## src/rtl/i2c_uart_tx_core.sv

```systemverilog
// UART transmitter for the PC-bound link: start bit, DBIT data bits LSB first, STOP_BITS stop bits.
// A new request may be taken on the done-tick cycle so frames can follow each other with no idle gap.
module i2c_uart_tx_core #(
    parameter int CLKS_PER_BIT = 868,
    parameter int DBIT         = 8,
    parameter int STOP_BITS    = 1
) (
    input  logic       clk,
    input  logic       reset,
    input  logic       tx_start,
    input  logic [7:0] data_byte,
    output logic       tx,
    output logic       tx_done_tick,
    output logic       tx_busy
);

    localparam int CW = $clog2(CLKS_PER_BIT);
    localparam int BW = (DBIT > 1) ? $clog2(DBIT) : 1;
    localparam logic [CW-1:0] CLK_LAST  = CW'(CLKS_PER_BIT - 1);
    localparam logic [BW-1:0] BIT_LAST  = BW'(DBIT - 1);
    localparam logic          STOP_LAST = 1'(STOP_BITS - 1);

    typedef enum logic [1:0] {
        S_IDLE,
        S_START,
        S_DATA,
        S_STOP
    } state_t;

    state_t          state_q, state_d;
    logic [CW-1:0]   clk_cnt_q, clk_cnt_d;
    logic [BW-1:0]   bit_cnt_q, bit_cnt_d;
    logic            stop_cnt_q, stop_cnt_d;
    logic [7:0]      shreg_q, shreg_d;
    logic            tx_q, tx_d;

    // NOTE: every signal written here gets a default first so no latch is inferred.
    always_comb begin
        state_d      = state_q;
        clk_cnt_d    = clk_cnt_q;
        bit_cnt_d    = bit_cnt_q;
        stop_cnt_d   = stop_cnt_q;
        shreg_d      = shreg_q;
        tx_done_tick = 1'b0;

        unique case (state_q)
            S_IDLE: begin
                if (!tx_start) begin
                    shreg_d   = data_byte;
                    clk_cnt_d = '0;
                    state_d   = S_START;
                end
            end
            S_START: begin
                if (clk_cnt_q == CLK_LAST) begin
                    clk_cnt_d = '0;
                    bit_cnt_d = '0;
                    state_d   = S_DATA;
                end else begin
                    clk_cnt_d = clk_cnt_q + CW'(1);
                end
            end
            S_DATA: begin
                if (clk_cnt_q == CLK_LAST) begin
                    clk_cnt_d = '0;
                    shreg_d   = {1'b0, shreg_q[7:1]};
                    if (bit_cnt_q == BIT_LAST) begin
                        stop_cnt_d = 1'b0;
                        state_d    = S_STOP;
                    end else begin
                        bit_cnt_d = bit_cnt_q + BW'(1);
                    end
                end else begin
                    clk_cnt_d = clk_cnt_q + CW'(1);
                end
            end
            S_STOP: begin
                if (clk_cnt_q == CLK_LAST) begin
                    clk_cnt_d = '0;
                    if (stop_cnt_q == STOP_LAST) begin
                        tx_done_tick = 1'b1;
                        // The packet stage requests the next byte in this same cycle.
                        if (!tx_start) begin
                            shreg_d = data_byte;
                            state_d = S_START;
                        end else begin
                            state_d = S_IDLE;
                        end
                    end else begin
                        stop_cnt_d = stop_cnt_q + 1'b1;
                    end
                end else begin
                    clk_cnt_d = clk_cnt_q + CW'(1);
                end
            end
            default: state_d = S_IDLE;
        endcase

        // tx is registered from the next state so it never depends combinationally on inputs.
        unique case (state_d)
            S_START: tx_d = 1'b0;
            S_DATA:  tx_d = shreg_d[0];
            default: tx_d = 1'b1;
        endcase
    end

    // NOTE: sequential state uses non-blocking assignments only.
    always_ff @(posedge clk or posedge reset) begin
        if (reset) begin
            state_q    <= S_IDLE;
            clk_cnt_q  <= '0;
            bit_cnt_q  <= '0;
            stop_cnt_q <= 1'b0;
            shreg_q    <= '0;
            tx_q       <= 1'b1;
        end else begin
            state_q    <= state_d;
            clk_cnt_q  <= clk_cnt_d;
            bit_cnt_q  <= bit_cnt_d;
            stop_cnt_q <= stop_cnt_d;
            shreg_q    <= shreg_d;
            tx_q       <= tx_d;
        end
    end

    assign tx      = tx_q;
    assign tx_busy = (state_q != S_IDLE);

endmodule

```

## config.mk

```make
export PLATFORM = sky130hd
export DESIGN_NAME = i2c_uart_tx_core
export DESIGN_NICKNAME = d
export VERILOG_FILES = /design/src/rtl/i2c_uart_tx_core.sv
export SDC_FILE = /design/constraint.sdc
export NUM_CORES = 1
export LEC_CHECK = 0
export BUFFER_PORTS_ARGS = -buffer_cell sky130_fd_sc_hd__buf_2
export CAP_MARGIN = 5
export CORE_UTILIZATION = 58
export DETAILED_ROUTE_END_ITERATION = 10
export PLACE_DENSITY = 0.8
export SYNTH_ARGS = -nofsm -noshare
export SYNTH_HDL_FRONTEND = slang
export SYNTH_SLANG_ARGS = --single-unit
```

## constraint.sdc

```tcl
create_clock -name clk -period 1.9 [get_ports clk]
set_input_delay 0.38 -clock clk [delete_from_list [all_inputs] [get_ports clk]]
set_output_delay 0.38 -clock clk [all_outputs]
set_load 0.005 [all_outputs]
```

Word level (Yosys, flattened, before mapping)
Cells that the tools add are included.
Widths: inputs -> output; s select.
{ "op_classes": {"bitwise_logic": 0, "add_sub_neg": 3, "reduce_logical": 9, "div": 0, "muxes": 29, "n_shift": 0, "multipliers": 0, "eq_ne": 14, "n_lt_le_gt_ge": 0} }
{ "op_table": {"columns": ["operator", "count"], "rows": [
  ["$mux 8", 4],
  ["$pmux 8 s3", 1],
  ["$mux 10", 2],
  ["$pmux 10 s2", 1],
  ["$ne 2x2->1 const B", 7],
  ["$mux 2", 6],
  ["$reduce_and 4->1", 3],
  ["$add 10x1->10 const B", 1],
  ["$eq 10x10->1 const B", 1],
  ["$mux 3", 3],
  ["$mux 1", 8],
  ["$pmux 2 s4", 1],
  ["$eq 2x2->1 const B", 3],
  ["$pmux 3 s2", 1],
  ["$reduce_bool 2->1", 3],
  ["$eq 2x1->1 const B", 2],
  ["$pmux 1 s2", 2],
  ["$add 3x1->3 const B", 1],
  ["$eq 3x3->1 const B", 1],
  ["$reduce_bool 3->1", 1],
  ["$reduce_or 3->1", 1],
  ["$logic_not 2->1", 1],
  ["$add 1x1->1 const B", 1]
]} }
{ "word_totals": {"ramBits": 0, "input_bits": 11, "romBits": 0, "register_bits": 25, "n_memories": 0, "latch_bits": 0} }

Depth between registers and ports, before layout
Gate-level depths: netlist of run 1.
{ "depth": {"ltp_word": 6, "ltp_mapped": 7} }

Worst setup path before layout of run 1
Ideal clock, no wire load.
{ "synth_timing": {"path_type": "register -> register", "start": "register clk_cnt_q[0]", "end": "register shreg_q[2]", "t_arrival_ns": 1.551, "synth_period_minus_slack_ns": 1.677, "path_slack_ns": 0.223, "setup_ns": 0.126, "path_stages_with_launch": 8, "path_cell_list": "dfrtp_1 ha_1 and4b_1 buf_4 and3_4 buf_6 a31oi_1 a221o_1"} }
{ "synth_via": {"elab_chain_len": 3} }
{ "synth_rtl": {"columns": ["element", "line_no", "source"], "rows": [
  ["start, declared", "31", "logic [CW-1:0] clk_cnt_q, clk_cnt_d;"],
  ["start signal, assigned", "118", "clk_cnt_q <= clk_cnt_d;"],
  ["$eq 10x10->1 *", "64, 78", null],
  ["$ne 2x2->1 (no line)", null, null],
  ["$reduce_and 4->1 (no line) *", null, null],
  ["end signal, assigned", "121", "shreg_q <= shreg_d;"],
  ["end, declared", "34", "logic [7:0] shreg_q, shreg_d;"]
]} }
Every way passes the cells marked *; elsewhere a longest branch is shown, timed or not.
A chain may end at the register's enable or synchronous reset.

Worst setup path after layout of run 1
{ "layout_timing": {"start": "register clk_cnt_q[0]", "end": "output tx_done_tick"} }
{ "layout_via": {"elab_chain_len": 3} }
{ "layout_rtl": {"columns": ["element", "line_no", "source"], "rows": [
  ["$eq 10x10->1", "78", "if (clk_cnt_q == CLK_LAST) begin"],
  ["$mux 1", "78", null],
  ["$mux 1", "46", "unique case (state_q)"],
  ["end, declared", "13", "output logic tx_done_tick,"]
]} }
Every way passes these cells.

==> results of run 1 <==
-- cell type report --
cell class | instances | share of cell area [%]
Inverter | 10 | 2.311
Clock buffer | 4 | 1.618
Multi-Input combinational cell | 121 | 49.15
Tap cell | 28 | 2.157
Sequential cell | 24 | 37.06
Timing Repair Buffer | 21 | 7.704
-- metrics by stage --
stage                TNS, ns  total power [mW]
detailed placement         0            0.5757
finish                     0            0.8024
global route        -0.03856            0.8322
global placement           0            0.5745
floorplan                  0            0.5558
CTS                        0            0.8008
-- repair_timing --
action / CTS / global route
pin swaps: 0 / 1
resized for setup: 1 / 3
setup endpoints to repair: 1 / 5
buffers inserted: 1 / 2
-- routing by layer --
metal  wire, µm  share of wire (%)  vias to the layer above
met1       1521                 47                      645
li1           -                  -                      648
met5          0                  0                        -
met4         38                1.2                        0
met3        206                6.4                        8
met2       1464                 45                       59
-- worst max path at each step --
stage | endpoint | start | cells after the start | slack [ns]
2_1_floorplan | shreg_q[2] | clk_cnt_q[0] | 7 | 0.22
3_3_place_gp | bit_cnt_q[0] | clk_cnt_q[0] | 5 | 0.25
3_5_place_dp | bit_cnt_q[0] | clk_cnt_q[0] | 5 | 0.14
4_1_cts | tx_done_tick | clk_cnt_q[2] | 4 | 0.03
5_1_grt | tx_done_tick | clk_cnt_q[0] | 5 | -0.04
6_report | tx_done_tick | clk_cnt_q[0] | 5 | 0.03
-- cells in the final DEF, fill, tap and decap left out, types with 2 or more instances in the layout --
master    instances
nor3_1            6
o22ai_1           2
nand4_1           4
nand3_1           5
a21oi_1          12
o22a_1            2
clkbuf_4          3
a221o_1           3
o211ai_1          3
buf_2            13
dfrtp_1          23
or3_1             4
nor2_1            4
buf_4             8
mux2i_1           4
nand2_1          18
o21ai_0          17
a41oi_1           2
inv_1            10
nand3b_1          2
a31oi_1           5
nand3_4           2
and2_1            3
ha_1              3
-- state kept, by name, summed over array words and instances, names as in the netlist --
register and count:
bit_cnt_q 3, clk_cnt_q 10, shreg_q 8, state_q 2, tx 1
-- power by group through the flow --
stage / combinational (mW) / sequential (mW) / clock (mW)
2_1_floorplan: 0.0273 / 0.529 / 0
3_3_place_gp: 0.0445 / 0.530 / 0
3_5_place_dp: 0.0457 / 0.530 / 0
4_1_cts: 0.0456 / 0.520 / 0.235
5_1_grt: 0.0514 / 0.521 / 0.259
6_report: 0.0452 / 0.521 / 0.237
-- worst min-delay path, cell delays in order --
cell and delay [ns]:
buf_2 0.09, inv_1 0.04, buf_4 0.29
-- kinds of logic (layout without fill, tap and decap cells) --
kind of cell / Yosys count / in the layout / share of synthesized area (%)
compound gates: 53 / 53 / 22.93
xor+xnor: 1 / 1 / 0.5923
fa+ha+maj: 3 / 3 / 2.538
buf+inv: 20 / 35 / 6.175
flops: 24 / 24 / 40.69
mux: 5 / 5 / 3.469
simple gates: 59 / 59 / 23.60
==> results.md, run 1 <==
* Slew HR at 71.99%
* Async SR Flop Fraction at 100.0%
* Routability cong. at 0.9116
* Register Area at 601.8 µm²
* CP peak stage delay at 0.43 ns
* Largest net degree at the start of global routing at 26
* CP arrival at 1.49 ns
* Internal at 0.6174 mW
* DR pass1 iterations at 4
* Synthesized flop and latch total at 24
* Number of flops mapped to enable cells by yosys at 0
* Worst vdd ir at 0.0004290 V
* CP max-delay cell: dfrtp_1
* Final Setup Violations at 0
* Post-DR vias/cell at 6.538
* Final Core Density at 70.70%
* Cell variety after synth at 45
* Cts hold-fix bufs at 0
* Area Overhead vs Synth at 9.814%
* Die width at 52.50 µm
* CP max FO at 4
* Max Cap Viol at 0
* Primary FF master, synth: dfrtp_1
* DP Cell Count at 201
* DPL Wire Length at 2283 µm
* I/O Buffers at 13
* Maximum clock insertion buffer count at 2
* Synth top area cells: dfrtp_1 (39%), o21ai_0 (5.8%), nand2_1 (4.6%)
* Reg power frac at 64.9%
* Post-synth top cells: dfrtp_1 (23), nand2_1 (18), o21ai_0 (17), a21oi_1 (12), inv_1 (10)
* Switching share of power at 23.05%
* FMAX at 534.7 MHz
* Dpl ws at 0.1354 ns
* Final worst path period share at 98.43%
* Status: completed
* Critical R2R Capture: clk_cnt_q[7]
* Pins Over Slew Limit at 0
* DR vias at 1360
* N_diodes at 0
* Hold WC Path Type: in2async
* Number of DRC markers in iteration 0 at 59
* Top Usage Layer GRT: met2
* Clk slew on worst S/H paths at 0.13 ns
* Global-route wire length before repair at 5244 µm
* Layout Cells excl Fill at 208
* Post-Synthesis Cell Area at 1479 µm²
* Worst Max-Slew Pin Slew at 0.4202 ns
* Initial Util at 64.38%
* Vias in the first global route at 1184
* Ys Warns at 0
* Reg2reg path depth at 6
* Nets at 195
* M1 GR Usage at 35.79%
* Count leader, synth: dfrtp_1
* Layout cell share with drive strength beyond 1 at 20.00%
* RSZ-0062 raised after global routing: true
* Setup Crit Path Kind: reg2out
* Post-synthesis area per instance at 8.963 µm²
* Post-DRT Antenna Nets at 0
* CTS buffer count at 3
* P_leak at 0.6768 nW
* Gate Count Post-Synth at 165
* Top cell type's share of synthesized area at 38.92%
* Area leader, netlist: dfrtp_1
* WL/cell at 15.53 µm
* Reg2reg start: clk_cnt_q[0]
* NetSw at 0.1850 mW
* # rows at 17
* Hold slack at 0.07607 ns
* Register area share after synthesis at 40.69%
* Worst Path Required at 1.52 ns
* Initial antenna violation count at 0
* Congestion Overflow GR at 0
* Post-route cell area at 1624 µm²
* PwrDens at 494.1 nW/µm²
* Met2 Use GR at 42.19%
* Core Box Area at 2297 µm²
* Final setup margin at 0.02991 ns
* Clock sinks at 24
* Total track usage at 25.87%
* Placed inst area at 1563 µm²
* Crit-path leading delay family: flip-flops
* Crit path cell chain: ha_1 -> and4b_2 -> nand4_1 -> inv_1 -> buf_2
* Height of the die at 52.50 µm
* DIE AREA at 2756 µm²
* Setup crit end kind: output pin
* Comb pwr share at 5.6%
* Final Hold Vio Count at 0
* Tmin final at 1.870 ns
* CP bufs+invs at 2
* Mapped Nets at 179
* Detailed-route wire length at 3231 µm
* Clock Power Share at 29.5%
* Multi-input gate area at 798.3 µm²
* Num ports at 14
* H-tree depth at 1
* Clk root buf: clkbuf_4
* CTS tree: built
* Routing usage on met3 at 2.609%
* Fill count at 173
* Worst R2R Setup Slack at 0.16 ns
* Critical Path Start Type: flop
* Clk_lat worst skew at 0.31 ns
* Clock Skew at 0.003418 ns
* DRC viols at 0
Power figures use the tool's default switching activity.
==> run 2, diff against run 1 <==
--- a/config.mk
+++ b/config.mk
@@ -9,7 +9,9 @@
 export CAP_MARGIN = 5
 export CORE_UTILIZATION = 58
 export DETAILED_ROUTE_END_ITERATION = 10
+export GPL_TIMING_DRIVEN = 0
 export PLACE_DENSITY = 0.8
+export REMOVE_ABC_BUFFERS = 1
 export SYNTH_ARGS = -nofsm -noshare
 export SYNTH_HDL_FRONTEND = slang
 export SYNTH_SLANG_ARGS = --single-unit
==> results.md, run 2 (synthesis results as in run 1) <==
* Status: completed
* N_diodes at 0 (unchanged)
* DR pass1 iterations at 6 (+2)
* Tot Pwr at 0.8046 mW (+0.27%)
* RSZ-0062 raised after global routing: true
* Reg2reg start: clk_cnt_q[1]
* P_leak at 0.6776 nW (+0.12%)
* Clk root buf: clkbuf_4
* Critical R2R Capture: bit_cnt_q[0]
* Clock sinks at 24 (unchanged)
* CP max-delay cell: dfrtp_1
* Detailed-route wire length at 3354 µm (+3.8%)
* Number of DRC markers in iteration 0 at 55 (-6.8%)
* Clk slew on worst S/H paths at 0.14 ns (about the same)
* Vias in the first global route at 1168 (-1.4%)
* Initial antenna violation count at 0 (unchanged)
* Post-DR vias/cell at 6.493 (-0.70%)
* Layout cell share with drive strength beyond 1 at 22.65% (+2.7 points)
* CP peak stage delay at 0.46 ns (+0.03 ns)
* Worst Path Required at 1.52 ns (about the same)
* Clock Skew at 0.01213 ns (+0.008711 ns)
* Die width at 52.50 µm (unchanged)
* Hold WC Path Type: in2async
* CP bufs+invs at 2 (unchanged)
* I/O Buffers at 13 (unchanged)
* FMAX at 527.6 MHz (-1.3%)
* DIE AREA at 2756 µm² (unchanged)
* Tmin final at 1.895 ns (+0.02535 ns)
* WL/cell at 16.05 µm (+3.3%)
* Worst Max-Slew Pin Slew at 0.9341 ns (+0.5139 ns)
* Initial Util at 64.38% (unchanged)
* Critical Path Start Type: flop
* CP arrival at 1.52 ns (+0.03 ns)
* Worst R2R Setup Slack at 0.09 ns (-0.07 ns)
* Setup Crit Path Kind: reg2out
* DRC viols at 0 (unchanged)
* CP max FO at 6 (+2)
* Height of the die at 52.50 µm (unchanged)
* Reg2reg path depth at 6 (unchanged)
* DPL Wire Length at 2127 µm (-6.9%)
* PwrDens at 485.7 nW/µm² (-1.7%)
* Worst vdd ir at 0.0004627 V (+7.9%)
* Routability cong. at 0.8082 (-11%)
* Congestion Overflow GR at 0 (unchanged)
* CTS tree: built
* Max Cap Viol at 0 (unchanged)
* Dpl ws at -0.2636 ns (-0.3989 ns)
* Post-DRT Antenna Nets at 0 (unchanged)
* Max reg flops at 10 (unchanged)
* Largest register by flop count: clk_cnt_q
* Num ports at 14 (unchanged)
* CTS buffer count at 3 (unchanged)
* Final worst path period share at 99.76% (+1.3 points)
* Maximum clock insertion buffer count at 2 (unchanged)
* DR vias at 1357 (-0.22%)
* Clk_lat worst skew at 0.32 ns (about the same)
* Slew HR at 37.66% (-34 points)
* Largest net degree at the start of global routing at 30 (+15%)
* Global-route wire length before repair at 5388 µm (+2.7%)
* Area Overhead vs Synth at 12.01%
* Crit-path leading delay family: simple AND/OR/NAND/NOR gates
* Final Setup Violations at 0 (unchanged)
* Setup crit end kind: output pin
* Total track usage at 26.96% (+1.1 points)
* # rows at 17 (unchanged)
* Most frequent cells in the layout: dfrtp_1 (21), nand2_1 (18), o21ai_0 (17), buf_2 (13), a21oi_1 (12)
* H-tree depth at 1 (unchanged)
* Regs by FF count: clk_cnt_q x10, shreg_q x8, bit_cnt_q x3
* Most common cell after layout, fill and taps aside: dfrtp_1
* Crit path cell chain: and2_1 -> nand4_1 -> inv_1 -> buf_2
* Final setup margin at 0.004559 ns (-0.02535 ns)
* Core Box Area at 2297 µm² (unchanged)
* Cts hold-fix bufs at 0 (unchanged)
* Final Hold Vio Count at 0 (unchanged)
* Nets at 196 (+0.51%)
* Pins Over Slew Limit at 0 (unchanged)
## run 2: cell type report
cell class | count | area [µm²]
clock buffers | 4 | 26.28
flip-flops and latches | 24 | 609.3
repair buffers | 22 | 132.6
multi-input cells | 121 | 815.8
well taps | 28 | 35.03
inverters | 10 | 37.54
fillers | 178 | 640.6
## run 2: per-stage QoR
stage / hold slack (ns) / setup TNS [ns] / util, % / area, µm² / instances
floorplan: 0.3939 / 0 / - / 1425 / 155
global placement: 0.4947 / -2.284 / 66.39 / 1525 / 196
detailed placement: 0.5100 / -3.126 / 66.39 / 1525 / 196
CTS: 0.2704 / 0 / 69.44 / 1595 / 204
global route: 0.3011 / -0.05400 / 72.11 / 1657 / 209
finish: 0.2414 / 0 / 72.11 / 1657 / 209
## run 2: where the power goes
part / total, mW / switching (mW) / leakage [nW] / internal, mW
Sequential: 0.520 / 0.00420 / 0.289 / 0.516
Clock: 0.240 / 0.158 / 0.0150 / 0.0820
Combinational: 0.0440 / 0.0262 / 0.374 / 0.0178
Total: 0.805 / 0.189 / 0.678 / 0.616
## run 2: what timing repair did
action,in CTS,in global routing
cloned,0,0
setup buffers,4,5
endpoints found under the setup margin,18,9
pin swaps,2,3
resized for setup,6,5
## run 2: worst max-delay path by stage
| stage | from | end | cells after the start |
|---|---|---|---|
| CTS | state_q[1] | tx_busy | 3 |
| global placement | state_q[0] | shreg_q[3] | 4 |
| global route | clk_cnt_q[6] | tx_done_tick | 4 |
| finish | clk_cnt_q[6] | tx_done_tick | 4 |
| detailed placement | state_q[0] | clk_cnt_q[8] | 4 |
| floorplan | state_q[0] | clk_cnt_q[6] | 3 |
## run 2: metal layers
layer	wire length, µm	global-route usage (%)	vias to the layer above
met5	0	0	-
met4	53	8.333	0
met3	250	3.478	10
met2	1603	41.35	68
met1	1447	39.23	631
li1	-	-	648
## run 2: worst register-to-register path: stages, from the launching register on
cell and delay [ns]:
dfrtp_1 0.42, ha_4 0.18, and4b_2 0.25, buf_4 0.16
and3_4 0.27, nand3_1 0.12, o311ai_0 0.30
==> run 3, diff against run 2 <==
==> constraint.sdc (replaced) <==
create_clock -name clk -period 1.9 [get_ports clk]
set_input_delay 0.57 -clock clk [delete_from_list [all_inputs] [get_ports clk]]
set_output_delay 0.57 -clock clk [all_outputs]
set_load 0.005 [all_outputs]
==> results.md, run 3 (synthesis results as in run 1) <==
* Largest register by flop count: clk_cnt_q
* Status: finished with violations
* DR vias at 1380 (+1.7%)
* Largest net degree at the start of global routing at 30 (unchanged)
* Placed inst area at 1525 µm² (unchanged)
* Layout Cells excl Fill at 214 (+2.4%)
* Critical R2R Capture: bit_cnt_q[0]
* Reg2reg path depth at 7 (+1)
* Cts hold-fix bufs at 0 (unchanged)
* Worst Max-Slew Pin Slew at 0.9220 ns (-0.01204 ns)
* DR pass1 iterations at 4 (-2)
* Most frequent cells in the layout: dfrtp_1 (20), nand2_1 (18), o21ai_0 (17), buf_4 (14), buf_2 (13)
* Worst Path Required at 1.33 ns (-0.19 ns)
* Number of DRC markers in iteration 0 at 42 (-24%)
* Die width at 52.50 µm (unchanged)
* Regs by FF count: clk_cnt_q x10, shreg_q x8, bit_cnt_q x3
* Post-DRT Antenna Nets at 0 (unchanged)
* Initial Util at 64.38% (unchanged)
* RSZ-0062 raised after global routing: true
* Congestion Overflow GR at 0 (unchanged)
* Dpl ws at -0.4288 ns (-0.1652 ns)
* Reg2reg start: clk_cnt_q[1]
* CTS buffer count at 3 (unchanged)
* Post-DR vias/cell at 6.449 (-0.68%)
* P_leak at 0.6988 nW (+3.1%)
* Final Setup Violations at 1 (+1)
* Core Box Area at 2297 µm² (unchanged)
* Pins Over Slew Limit at 0 (unchanged)
* Critical Path Start Type: flop
* Initial antenna violation count at 0 (unchanged)
* Final worst path period share at 105.8% (+6.0 points)
* Height of the die at 52.50 µm (unchanged)
* Detailed-route wire length at 3510 µm (+4.7%)
* I/O Buffers at 13 (unchanged)
* H-tree depth at 1 (unchanged)
* Setup crit end kind: output pin
* DIE AREA at 2756 µm² (unchanged)
* Setup Crit Path Kind: reg2out
* WL/cell at 16.40 µm (+2.2%)
* Nets at 201 (+2.6%)
* DRC viols at 0 (unchanged)
* Total track usage at 27.27% (+0.31 points)
* Maximum clock insertion buffer count at 2 (unchanged)
* Final setup margin at -0.1103 ns (-0.1148 ns)
* Routability cong. at 0.8082 (unchanged)
* Clock sinks at 24 (unchanged)
* Clk_lat worst skew at 0.33 ns (about the same)
* Tot Pwr at 0.8072 mW (+0.32%)
* Worst R2R Setup Slack at 0.06 ns (-0.03 ns)
* Area Overhead vs Synth at 14.97%
* Num ports at 14 (unchanged)
* CP max FO at 2 (-4)
* FMAX at 497.4 MHz (-5.7%)
* Worst vdd ir at 0.0004663 V (+0.78%)
* Most common cell after layout, fill and taps aside: dfrtp_1
* Post-route cell area at 1700 µm² (+2.6%)
* Global-route wire length before repair at 5582 µm (+3.6%)
* Max Cap Viol at 0 (unchanged)
* Clk root buf: clkbuf_4
* Max reg flops at 10 (unchanged)
* Tmin final at 2.010 ns (+0.1148 ns)
* Slew HR at 38.46% (+0.80 points)
* DP Cell Count at 196 (unchanged)
* Failing checks: setup timing
* CTS tree: built
* Vias in the first global route at 1217 (+4.2%)
* # rows at 17 (unchanged)
* Clock Skew at 0.01700 ns (+0.004874 ns)
* Final Hold Vio Count at 0 (unchanged)
* CP arrival at 1.44 ns (-0.08 ns)
* Hold WC Path Type: in2async
* PwrDens at 474.7 nW/µm² (-2.3%)
* Layout cell share with drive strength beyond 1 at 26.34% (+3.7 points)
* DPL Wire Length at 2127 µm (unchanged)
* N_diodes at 0 (unchanged)
* Clk slew on worst S/H paths at 0.15 ns (about the same)
-- run 3: per-layer routing --
metal	GRT usage [%]	wire (µm)	vias to the layer above
li1	-	-	657
met1	40.15	1612	654
met2	41.35	1673	64
met3	3.768	199	5
met4	7.895	25	0
met5	0	0	-
-- run 3: through the flow --
step                utilization, %  TNS (ns)  hold slack (ns)
floorplan                        -         0           0.4669
global placement             66.39    -2.492           0.4947
detailed placement           66.39    -3.353           0.5100
CTS                          71.62   -0.1155           0.4605
global route                 74.02   -0.1311           0.4908
finish                       74.02   -0.1103           0.4186
-- run 3: worst max-delay path by stage --
| stage | to | startpoint | cells past startpoint |
|---|---|---|---|
| finish | tx_done_tick | clk_cnt_q[1] | 5 |
| global placement | tx_busy | state_q[0] | 3 |
| floorplan | tx_busy | state_q[0] | 2 |
| global route | tx_done_tick | clk_cnt_q[0] | 5 |
| detailed placement | tx_busy | state_q[0] | 3 |
| CTS | tx_done_tick | clk_cnt_q[1] | 5 |
-- run 3: final cells by class --
| cell class | count | area [µm²] |
|---|---|---|
| clock buffers | 4 | 26.28 |
| fillers | 164 | 596.8 |
| inverters | 10 | 37.54 |
| multi-input cells | 121 | 820.8 |
| flip-flops and latches | 24 | 610.6 |
| well taps | 28 | 35.03 |
| repair buffers | 27 | 170.2 |
-- run 3: power breakdown --
part	internal [mW]	total, mW	switching (mW)
sequential	0.516	0.521	0.00429
clock	0.0822	0.242	0.160
combinational	0.0178	0.0444	0.0266
total	0.616	0.807	0.191
-- run 3: worst max-delay path, stage by stage, from the launching register on --
cell and delay (ns):
dfrtp_1 0.44, ha_4 0.17, and4b_2 0.21, nand4_1 0.12, inv_1 0.06, buf_2 0.12
-- run 3: what timing repair did --
| action | in CTS | in global routing |
|---|---|---|
| setup endpoints to repair | 18 | 8 |
| gates resized for setup | 9 | 5 |
| endpoints found under the hold margin | 0 | 0 |
| pin swaps | 4 | 1 |
| buffers inserted | 9 | 5 |
